==> config.mk <==
export PLATFORM = sky130hd
export DESIGN_NAME = led_frame_buffer_flat
export DESIGN_NICKNAME = d
export VERILOG_FILES = /design/src/rtl/led_frame_buffer_pkg.sv /design/src/rtl/led_frame_buffer_if.sv /design/src/rtl/led_frame_buffer_tick.sv /design/src/rtl/led_frame_buffer.sv /design/src/flat_wrapper.sv
export SDC_FILE = /design/constraint.sdc
export NUM_CORES = 1
export LEC_CHECK = 0
export CAP_MARGIN = 20
export CORE_MARGIN = 5
export CORE_UTILIZATION = 53
export DETAILED_ROUTE_END_ITERATION = 6
export PLACE_DENSITY = 0.88
export SYNTH_ARGS = -nofsm -noshare
export SYNTH_HDL_FRONTEND = slang
export SYNTH_SLANG_ARGS = --single-unit
==> constraint.sdc <==
create_clock -name clk12MHz -period 5.05 [get_ports clk12MHz]
set_input_delay 1.01 -clock clk12MHz [delete_from_list [all_inputs] [get_ports clk12MHz]]
set_output_delay 1.01 -clock clk12MHz [all_outputs]
set_load 0.05 [all_outputs]
==> src/rtl/led_frame_buffer_pkg.sv <==
// Shared types for the LED frame buffer slice.
// Contents: matrix geometry constants, column/row types, the buffer FSM
// state enum and the masked-merge helper used for byte writes.
package led_pkg;

    localparam int LED_COLS     = 4;
    localparam int LED_ROW_BITS = 8;

    typedef logic [$clog2(LED_COLS)-1:0] col_t;
    typedef logic [LED_ROW_BITS-1:0]     row_t;

    typedef enum logic [1:0] {
        ACCEPT  = 2'd0,
        PENDING = 2'd1,
        CLEAR   = 2'd2
    } state_t;

    // Bits set in mask take their value from data; the rest keep old.
    function automatic row_t merge_row(input row_t old_row, input row_t data, input row_t mask);
        return (old_row & ~mask) | (data & mask);
    endfunction

endpackage

==> src/rtl/led_frame_buffer_if.sv <==
// Producer-side port bundle of the LED frame buffer.
// Signals: wr_valid/wr_ready byte-write handshake with wr_col, wr_data,
// wr_mask; commit and clear single-cycle requests; busy and swap_done status.
// master = the producer, slave = the frame buffer.
interface led_frame_buffer_if;
    import led_pkg::*;

    logic wr_valid;
    logic wr_ready;
    col_t wr_col;
    row_t wr_data;
    row_t wr_mask;
    logic commit;
    logic clear;
    logic busy;
    logic swap_done;

    modport master (
        output wr_valid, wr_col, wr_data, wr_mask, commit, clear,
        input  wr_ready, busy, swap_done
    );

    modport slave (
        input  wr_valid, wr_col, wr_data, wr_mask, commit, clear,
        output wr_ready, busy, swap_done
    );

endinterface

==> src/rtl/led_frame_buffer_tick.sv <==
// Free-running frame-rate divider.
// Ports: clk12MHz (clock), reset (sync, active-high),
// tick (high for one cycle every TICK_DIV cycles, when the count is TICK_DIV-1).
// Usable by any producer that needs a frame-rate strobe.
module led_frame_tick #(
    parameter int TICK_DIV = 12000
) (
    input  logic clk12MHz,
    input  logic reset,
    output logic tick
);
    localparam int CW = (TICK_DIV > 1) ? $clog2(TICK_DIV) : 1;
    localparam logic [CW-1:0] LAST = CW'(TICK_DIV - 1);

    logic [CW-1:0] r_count;

    // NOTE: clocked state is written with <= so every flop samples the
    // pre-edge values, independent of statement order.
    always_ff @(posedge clk12MHz) begin
        if (reset) begin
            r_count <= '0;
        end else if (r_count == LAST) begin
            r_count <= '0;
        end else begin
            r_count <= r_count + 1'b1;
        end
    end

    assign tick = (r_count == LAST);

endmodule

==> src/rtl/led_frame_buffer.sv <==
// Double-buffered 4x8 frame store feeding the LED matrix scanner.
// Ports: clk12MHz, reset (sync, active-high); bus (slave side of
// led_frame_buffer_if: byte writes into the back buffer, commit, clear,
// busy, swap_done); frame_count (completed swaps, wraps silently);
// leds1..leds4 (front columns 0..3, bit n = row n+1).
// Writes only ever reach the back buffer; the front buffer is replaced
// wholesale on a frame tick after a commit, so the scanner never sees a
// partially edited frame.
module led_frame_buffer
    import led_pkg::*;
#(
    parameter int TICK_DIV = 12000,
    parameter int FC_W     = 16
) (
    input  logic               clk12MHz,
    input  logic               reset,
    led_frame_buffer_if.slave  bus,
    output logic [FC_W-1:0]    frame_count,
    output row_t               leds1,
    output row_t               leds2,
    output row_t               leds3,
    output row_t               leds4
);
    state_t          r_state;
    state_t          w_next_state;
    row_t            r_back  [LED_COLS];
    row_t            r_front [LED_COLS];
    col_t            r_col_idx;
    logic [FC_W-1:0] r_frame_count;
    logic            r_swap_done;
    logic            w_tick;
    logic            w_wr_fire;

    led_frame_tick #(.TICK_DIV(TICK_DIV)) u_tick (
        .clk12MHz (clk12MHz),
        .reset    (reset),
        .tick     (w_tick)
    );

    // State register.
    always_ff @(posedge clk12MHz) begin
        if (reset) begin
            r_state <= ACCEPT;
        end else begin
            r_state <= w_next_state;
        end
    end

    // Next-state logic. Clear wins over a same-cycle commit; a tick seen in
    // ACCEPT is ignored, so a commit on a tick waits for the following one.
    always_comb begin
        // NOTE: every always_comb output gets a default first so no path
        // leaves it unassigned and no latch is inferred.
        w_next_state = r_state;
        case (r_state)
            ACCEPT: begin
                if (bus.clear) begin
                    w_next_state = CLEAR;
                end else if (bus.commit) begin
                    w_next_state = PENDING;
                end
            end
            PENDING: begin
                if (w_tick) begin
                    w_next_state = ACCEPT;
                end
            end
            CLEAR: begin
                if (r_col_idx == col_t'(LED_COLS - 1)) begin
                    w_next_state = ACCEPT;
                end
            end
            default: w_next_state = ACCEPT;
        endcase
    end

    // Output decode: purely from state, no input reaches wr_ready.
    always_comb begin
        bus.wr_ready = 1'b0;
        bus.busy     = 1'b1;
        if (r_state == ACCEPT) begin
            bus.wr_ready = 1'b1;
            bus.busy     = 1'b0;
        end
    end

    assign w_wr_fire = bus.wr_valid && bus.wr_ready;

    // Buffers, clear sweep, swap and frame counter.
    always_ff @(posedge clk12MHz) begin
        if (reset) begin
            // NOTE: the 4x8 store is plain flops, not a RAM, so it is reset
            // like any register; the display must come up dark.
            for (int i = 0; i < LED_COLS; i++) begin
                r_back[i]  <= '0;
                r_front[i] <= '0;
            end
            r_col_idx     <= '0;
            r_frame_count <= '0;
            r_swap_done   <= 1'b0;
        end else begin
            r_swap_done <= 1'b0;

            if (w_wr_fire) begin
                r_back[bus.wr_col] <= merge_row(r_back[bus.wr_col], bus.wr_data, bus.wr_mask);
            end

            case (r_state)
                ACCEPT: begin
                    if (bus.clear) begin
                        r_col_idx <= '0;
                    end
                end
                PENDING: begin
                    if (w_tick) begin
                        for (int i = 0; i < LED_COLS; i++) begin
                            r_front[i] <= r_back[i];
                        end
                        r_frame_count <= r_frame_count + 1'b1;
                        r_swap_done   <= 1'b1;
                    end
                end
                CLEAR: begin
                    // One column per cycle; wr_ready is low, so no write can collide.
                    r_back[r_col_idx] <= '0;
                    r_col_idx         <= r_col_idx + 1'b1;
                end
                default: ;
            endcase
        end
    end

    assign bus.swap_done = r_swap_done;
    assign frame_count   = r_frame_count;
    assign leds1         = r_front[0];
    assign leds2         = r_front[1];
    assign leds3         = r_front[2];
    assign leds4         = r_front[3];

endmodule

==> src/flat_wrapper.sv <==
// flat-port wrapper written by rule: the top's interface ports become plain ports
module led_frame_buffer_flat import led_pkg::*;
#(
    parameter int TICK_DIV = 12000,
    parameter int FC_W     = 16
)
  (clk12MHz, reset, frame_count, leds1, leds2, leds3, leds4, bus_wr_valid, bus_wr_col, bus_wr_data, bus_wr_mask, bus_commit, bus_clear, bus_wr_ready, bus_busy, bus_swap_done);
  led_frame_buffer_if bus_i ();
  input  logic clk12MHz;
  input  logic reset;
  output logic [FC_W-1:0] frame_count;
  output row_t leds1;
  output row_t leds2;
  output row_t leds3;
  output row_t leds4;
  input wire logic [$bits(bus_i.wr_valid)-1:0] bus_wr_valid;
  input wire logic [$bits(bus_i.wr_col)-1:0] bus_wr_col;
  input wire logic [$bits(bus_i.wr_data)-1:0] bus_wr_data;
  input wire logic [$bits(bus_i.wr_mask)-1:0] bus_wr_mask;
  input wire logic [$bits(bus_i.commit)-1:0] bus_commit;
  input wire logic [$bits(bus_i.clear)-1:0] bus_clear;
  output wire logic [$bits(bus_i.wr_ready)-1:0] bus_wr_ready;
  output wire logic [$bits(bus_i.busy)-1:0] bus_busy;
  output wire logic [$bits(bus_i.swap_done)-1:0] bus_swap_done;
  assign bus_i.wr_valid = bus_wr_valid;
  assign bus_i.wr_col = bus_wr_col;
  assign bus_i.wr_data = bus_wr_data;
  assign bus_i.wr_mask = bus_wr_mask;
  assign bus_i.commit = bus_commit;
  assign bus_i.clear = bus_clear;
  assign bus_wr_ready = bus_i.wr_ready;
  assign bus_busy = bus_i.busy;
  assign bus_swap_done = bus_i.swap_done;
  led_frame_buffer #(.TICK_DIV(TICK_DIV), .FC_W(FC_W)) u_core (.clk12MHz(clk12MHz), .reset(reset), .bus(bus_i), .frame_count(frame_count), .leds1(leds1), .leds2(leds2), .leds3(leds3), .leds4(leds4));
endmodule
==> metrics.txt, run 1 <==
startpoint class of the critical path=primary input; proportion of netlist area held by the largest area contributor=0.4427; num rows=33; routed vias=3,017; HP Class=reg -> reg; maximum buffer depth of the clock tree=2; Syn Nets=397; die area=10,100 µm²; worst reg2reg path depth=5; biggest fanout along the worst timing path=9; P&R area growth vs syn=22.80%; die width=100.5 µm; final critical path time including I/O delays and setup=3.283 ns; CP arrival=around 3.3 ns; clock slew at the register clock pins of the worst setup and hold paths=0.09 ns; biggest area contributors in the synthesized netlist=sky130_fd_sc_hd__edfxtp_1 (44%), sky130_fd_sc_hd__dfxtp_1 (16%), sky130_fd_sc_hd__and2_1 (5.0%); Core Region=8093 µm²; status=finished, final reports clean; total negative slack for setup checks=0 ns; Critical Path, Cell by Cell=clkdlybuf4s50_1 > or3b_2 > a211oi_1 > o21ai_1 > nand2b_1; top post-synthesis cells by count=sky130_fd_sc_hd__edfxtp_1 (64), sky130_fd_sc_hd__nor2_1 (41), sky130_fd_sc_hd__and2_1 (35), sky130_fd_sc_hd__dfxtp_1 (35), sky130_fd_sc_hd__a21oi_1 (21); Final GP Congestion=just over 0.8; Pwr per Cell Area=287.4 nW/µm²; I/O pin cnt=74; number of instances on the worst hold path=2; Peak Freq=around 300 MHz; gr ovfl total=0; RSZ-0062 raised after global routing=no; sum of routed wire length over all layers=8.602 mm; family with the most delay on the worst path=simple AND/OR/NAND/NOR gates; distinct cell type count of the synthesized netlist=38; delay of the slowest cell on the worst path=approximately 0.62 ns; worst hold margin=between 0.4 and 0.5 ns; first-pass GRT wire length=roughly 14 mm; Buffers & Inverters on Critical Path=1; Clock Root Buffer=sky130_fd_sc_hd__clkbuf_8; antenna violations before repair=0; length of the first detailed-routing pass in iterations=5; cell taking the most area after synthesis=sky130_fd_sc_hd__edfxtp_1; ys flop type=sky130_fd_sc_hd__edfxtp_1; number of failing hold endpoints at the final stage=0; tightest slew margin relative to the limit=0.2996; average wire per cell in the routed design=15.67 µm; vias in the first global route=roughly 3,000; CTS hold repair buffers=0; clock insertion delay at the later pin of the skew report=0.37 ns; maximum number of pins on one net before global-route repair=34; buffers added on ports=73; type of the worst setup path=in -> reg; Iter 0 DRT Violations=approximately 160; remaining antenna violation count=0; buffers inserted by post-CTS timing repair=0; clock tree from TritonCTS=yes; yosys synthesis warning count=0; count of unresolved DRC violations after routing=0; netlist area before placement=4342 µm²; FF+latch count, synth=99; Inserted Clock Buffers=9; Post-Synthesis Cells=about 370; proportion of synthesized flip-flops having asynchronous set or reset=0; maximum level of the CTS H-tree=3; dominant cell by count in the synthesized netlist=sky130_fd_sc_hd__edfxtp_1; Final setup viols=0; synthesized area per cell=11.70 µm²; cell with the largest stage delay on the worst path=sky130_fd_sc_hd__clkdlybuf4s50_1; number of sinks driven by the clock tree=99; largest vdd supply drop=about 150 µV; instance count on the critical path=5; share of the yosys chip area belonging to registers=0.6040; Global Route Usage Sum=0.1758; Post-Route Skew=0.009690 ns; initial core utilization=0.5365; post-cts sizing count=0; worst endpoint required time=5.08 ns; final worst path period share=0.6502; estimated wirelength of the detail-placed design=between 6 and 7 mm; number of antenna cells inserted=0; number of vias per cell after detailed routing=5.495; number of pins with negative max-slew slack in the final report=0; transition time of the tightest slew-check pin=roughly 1.0 ns; Post-synth EDFFs=64; count of maximum capacitance violations=0; fraction of layout cells with a size suffix above 1=0.09910; chip height=100.5 µm; leakage power=0.001864 µW; # nets final=465; Setup crit end kind=register
## layer usage
layer	GRT usage	up-vias	share of wire
met5	0	-	0
met3	0.03945	10	0.059
met4	0.05907	0	0.013
li1	-	1481	-
met1	0.2118	1439	0.41
met2	0.3114	87	0.52
## path summary, 6_finish.rpt
| check | from | endpoint | slack (ns) |
|---|---|---|---|
| setup reg to reg | u_core.u_tick.r_count[0]$_SDFF_PP0_ | u_core.r_front[2][6]$_SDFFCE_PN0P_ | 2.36 |
| setup / recovery | bus_wr_col[1] | u_core.r_back[1][4]$_SDFFCE_PN0P_ | 1.77 |
| hold reg to reg | u_core.u_tick.r_count[13]$_SDFF_PP0_ | u_core.u_tick.r_count[13]$_SDFF_PP0_ | 0.49 |
| hold / removal | u_core.u_tick.r_count[13]$_SDFF_PP0_ | u_core.u_tick.r_count[13]$_SDFF_PP0_ | 0.49 |
## state kept, by name, summed over array words and instances, names as in the netlist
name                   cells
u_core.r_back             32
u_core.frame_count        16
u_core.u_tick.r_count     14
u_core.r_front            32
u_core.r_col_idx           2
u_core.bus.swap_done       1
u_core.r_state             2
## cells by family after synthesis
family          after synthesis  synth area share
simple gates                162            0.2069
flops                        99            0.6040
fa+ha+maj                     3          0.008646
xor+xnor                     10           0.02017
compound gates               47           0.06600
buf+inv                      34           0.03199
mux                          16           0.06225
## area by class of cell
cell class              count  area (µm²)
inverters                  14       52.55
flip-flops and latches     99        2623
repair buffers             77       758.2
multi-input cells         238        1584
fillers                   608        2761
clock inverters             7       58.81
clock buffers               9       123.9
well taps                 105       131.4
## metrics by stage
stage | setup WS (ns) | power (µW) | util | std cells | instance area, µm²
CTS | 1.767 | 1551 | 0.6582 | 548 | 5326
detailed placement | 1.370 | 1082 | 0.6356 | 532 | 5144
global route | 1.555 | 1589 | 0.6588 | 549 | 5331
finish | 1.767 | 1532 | 0.6588 | 549 | 5331
floorplan | 1.442 | 1020 | - | 371 | 4342
global placement | 1.489 | 1076 | 0.6356 | 532 | 5144
## report_power, final
| part | internal, µW | switching (µW) |
|---|---|---|
| Combinational | 61.4 | 90.0 |
| Sequential | 892 | 18.2 |
| Clock | 188 | 283 |
| Total | 1140 | 391 |
## worst reg2reg max path: cells and delay by family (launching register included)
kind	cells	cell delay, ns
AOI/OAI and AO/OA	1	0.25
adders and majority gates	1	0.24
buffers and inverters	1	0.38
DFF	1	0.39
and+or+nand+nor	2	1.07
## cells in the final DEF, fill, tap and decap left out, types with 4 or more instances in the layout
master and n:
sky130_fd_sc_hd__clkdlybuf4s50_1 73, sky130_fd_sc_hd__edfxtp_1 64, sky130_fd_sc_hd__nor2_1 41, sky130_fd_sc_hd__and2_1 35
sky130_fd_sc_hd__dfxtp_1 35, sky130_fd_sc_hd__a21oi_1 21, sky130_fd_sc_hd__nand2_1 19, sky130_fd_sc_hd__inv_1 14
sky130_fd_sc_hd__or4_1 12, sky130_fd_sc_hd__nand3_1 12, sky130_fd_sc_hd__o31ai_1 12, sky130_fd_sc_hd__xor2_1 9
sky130_fd_sc_hd__clkbuf_8 9, sky130_fd_sc_hd__mux4_2 8, sky130_fd_sc_hd__mux2_2 8, sky130_fd_sc_hd__nand2b_1 8
sky130_fd_sc_hd__nand4_1 8, sky130_fd_sc_hd__o21ai_0 6, sky130_fd_sc_hd__and4_1 5, sky130_fd_sc_hd__or3_1 4
No activity file was read; power rests on OpenSTA's default activity.
==> inputs of run 2 (changes only) <==
clock period = 3.1 ns   (was 5.05 ns; I/O delays follow)
==> metrics.txt, run 2 (synthesis results as in run 1) <==
delay of the slowest cell on the worst path=0.91 ns (was 0.62 ns); clock insertion delay at the later pin of the skew report=0.37 ns (about the same); Clock Root Buffer=sky130_fd_sc_hd__clkbuf_8 (unchanged); maximum level of the CTS H-tree=3 (unchanged); final critical path time including I/O delays and setup=2.597 ns; remaining antenna violation count=0 (unchanged); filler cell count=603 (was 608); fraction of layout cells with a size suffix above 1=0.1131 (was 0.09910); buffers added on ports=73 (unchanged); startpoint class of the critical path=register (was primary input); commonest non-fill, non-tap cells in the layout=sky130_fd_sc_hd__clkdlybuf4s50_1 (73), sky130_fd_sc_hd__edfxtp_1 (64), sky130_fd_sc_hd__nor2_1 (41) (unchanged); sum of routed wire length over all layers=8.871 mm (was 8.602 mm); vias in the first global route=3,022 (was 2,967); number of antenna cells inserted=0 (unchanged); worst endpoint required time=3.16 ns (was 5.08 ns); count of unresolved DRC violations after routing=0 (unchanged); P&R area growth vs syn=24.93% (was 22.80%); transition time of the tightest slew-check pin=0.8052 ns (was 1.048 ns); CP arrival=2.66 ns (was 3.31 ns); Post-Layout Cell Count=556 (was 549); combinational power share=0.099 (about the same); cell with the largest stage delay on the worst path=sky130_fd_sc_hd__or4_1 (was sky130_fd_sc_hd__clkdlybuf4s50_1); I/O pin cnt=74 (unchanged); die width=100.5 µm (unchanged); initial core utilization=0.5365 (unchanged); switching pwr=648.5 µW (was 391.4 µW); Setup crit end kind=register (unchanged); maximum buffer depth of the clock tree=2 (unchanged); first-pass GRT wire length=14.84 mm (was 14.06 mm); Final GP Congestion=0.7816 (was 0.8118); biggest fanout along the worst timing path=32 (was 9); tightest slew margin relative to the limit=0.4612 (was 0.2996); finished layout cell area=5424 µm² (was 5331 µm²); estimated wirelength of the detail-placed design=6.642 mm (was 6.365 mm); post-cts sizing count=0 (unchanged); total negative slack for setup checks=0 ns (unchanged); net switching share of the total power=0.2498 (was 0.2554); clock slew at the register clock pins of the worst setup and hold paths=0.09 ns (about the same); status=finished, final reports clean (unchanged); worst slack at placement=0.2960 ns (was 1.370 ns); Core Region=8093 µm² (unchanged); # nets final=472 (was 465); number of sinks driven by the clock tree=99 (unchanged); Critical Path, Cell by Cell=ha_1 > nand4_1 > or4_1 > o21bai_2 > buf_12 (was clkdlybuf4s50_1 > or3b_2 > a211oi_1 > o21ai_1 > nand2b_1); CTS hold repair buffers=0 (unchanged); num rows=33 (unchanged); most common cell after layout, fill and taps aside=sky130_fd_sc_hd__clkdlybuf4s50_1 (unchanged); number of failing hold endpoints at the final stage=0 (unchanged); number of vias per cell after detailed routing=5.536 (was 5.495); Inserted Clock Buffers=9 (unchanged); number of pins with negative max-slew slack in the final report=0 (unchanged); count of maximum capacitance violations=0 (unchanged); Post-Route Skew=0.01287 ns (was 0.009690 ns); Placed Cells incl. Taps=540 (was 532); clock tree from TritonCTS=yes (unchanged); type of the worst setup path=reg -> reg (was in -> reg); smallest setup slack after layout=0.5026 ns (was 1.767 ns); buffers inserted by post-CTS timing repair=0 (unchanged); chip height=100.5 µm (unchanged); internal power component=1948 µW (was 1141 µW); Sequential Power Share=0.571 (was 0.594); HP Class=reg -> reg (unchanged); gr ovfl total=0 (unchanged); Peak Freq=385.0 MHz; maximum number of pins on one net before global-route repair=34 (unchanged); Iter 0 DRT Violations=189 (was 155); routed vias=3,078 (was 3,017); RSZ-0062 raised after global routing=no (unchanged); leakage power=0.001911 µW (was 0.001864 µW); cell area reported after detailed placement=5216 µm² (was 5144 µm²); final worst path period share=0.8379; Final setup viols=0 (unchanged); Pwr per Cell Area=478.7 nW/µm² (was 287.4 nW/µm²); antenna violations before repair=0 (unchanged); die area=10,100 µm² (unchanged); Global Route Usage Sum=0.1882 (was 0.1758); largest vdd supply drop=249.3 µV (was 149.8 µV); length of the first detailed-routing pass in iterations=4 (was 5); average wire per cell in the routed design=15.96 µm (was 15.67 µm); Clock power frac=0.330 (was 0.307)
==> run 2: power groups by stage <==
stage	Clock (µW)	Combinational, µW	Sequential [µW]
2_1_floorplan	0	110	1550
5_1_grt	937	272	1490
6_report	856	257	1480
3_5_place_dp	0	259	1510
4_1_cts	869	260	1480
3_3_place_gp	0	251	1510
==> run 2: area by class of cell <==
cell class,instances,area (µm²),area share
clock buffer,9,123.9,0.02284
clock inverter,7,83.83,0.01546
inverter,14,52.55,0.009689
multi-input combinational,238,1584,0.2920
sequential,99,2623,0.4835
tap,105,131.4,0.02422
timing repair buffer,84,825.8,0.1522
==> run 2: per-layer routing <==
| metal | up-vias | wire length [µm] | track usage |
|---|---|---|---|
| li1 | 1502 | - | - |
| met1 | 1459 | 3574 | 0.2239 |
| met2 | 102 | 4567 | 0.3308 |
| met3 | 15 | 569 | 0.05190 |
| met4 | 0 | 160 | 0.06010 |
| met5 | - | 0 | 0 |
==> run 2: worst paths after layout <==
kind | startpoint | endpoint | slack (ns) | cells after the start
worst max-delay path | u_core.u_tick.r_count[0]$_SDFF_PP0_ | u_core.r_front[3][7]$_SDFFCE_PN0P_ | 0.50 | 5
worst min-delay path | u_core.u_tick.r_count[0]$_SDFF_PP0_ | u_core.u_tick.r_count[0]$_SDFF_PP0_ | 0.47 | 1
worst max register to register | u_core.u_tick.r_count[0]$_SDFF_PP0_ | u_core.r_front[3][7]$_SDFFCE_PN0P_ | 0.50 | 5
worst min register to register | u_core.u_tick.r_count[0]$_SDFF_PP0_ | u_core.u_tick.r_count[0]$_SDFF_PP0_ | 0.47 | 1
==> run 2: critical path: cells and delay by family (launching register included) <==
family          cells  cell delay [ns]
simple gates        2             1.11
fa+ha+maj           1             0.24
buf+inv             1             0.22
compound gates      1             0.32
flops               1             0.39
==> run 2: per-stage QoR <==
stage	utilization	total power, µW	hold WS, ns
floorplan	-	1662	0.4261
global placement	0.6446	1760	0.4426
detailed placement	0.6446	1773	0.4573
CTS	0.6702	2613	0.4788
global route	0.6702	2700	0.4999
finish	0.6702	2596	0.4732
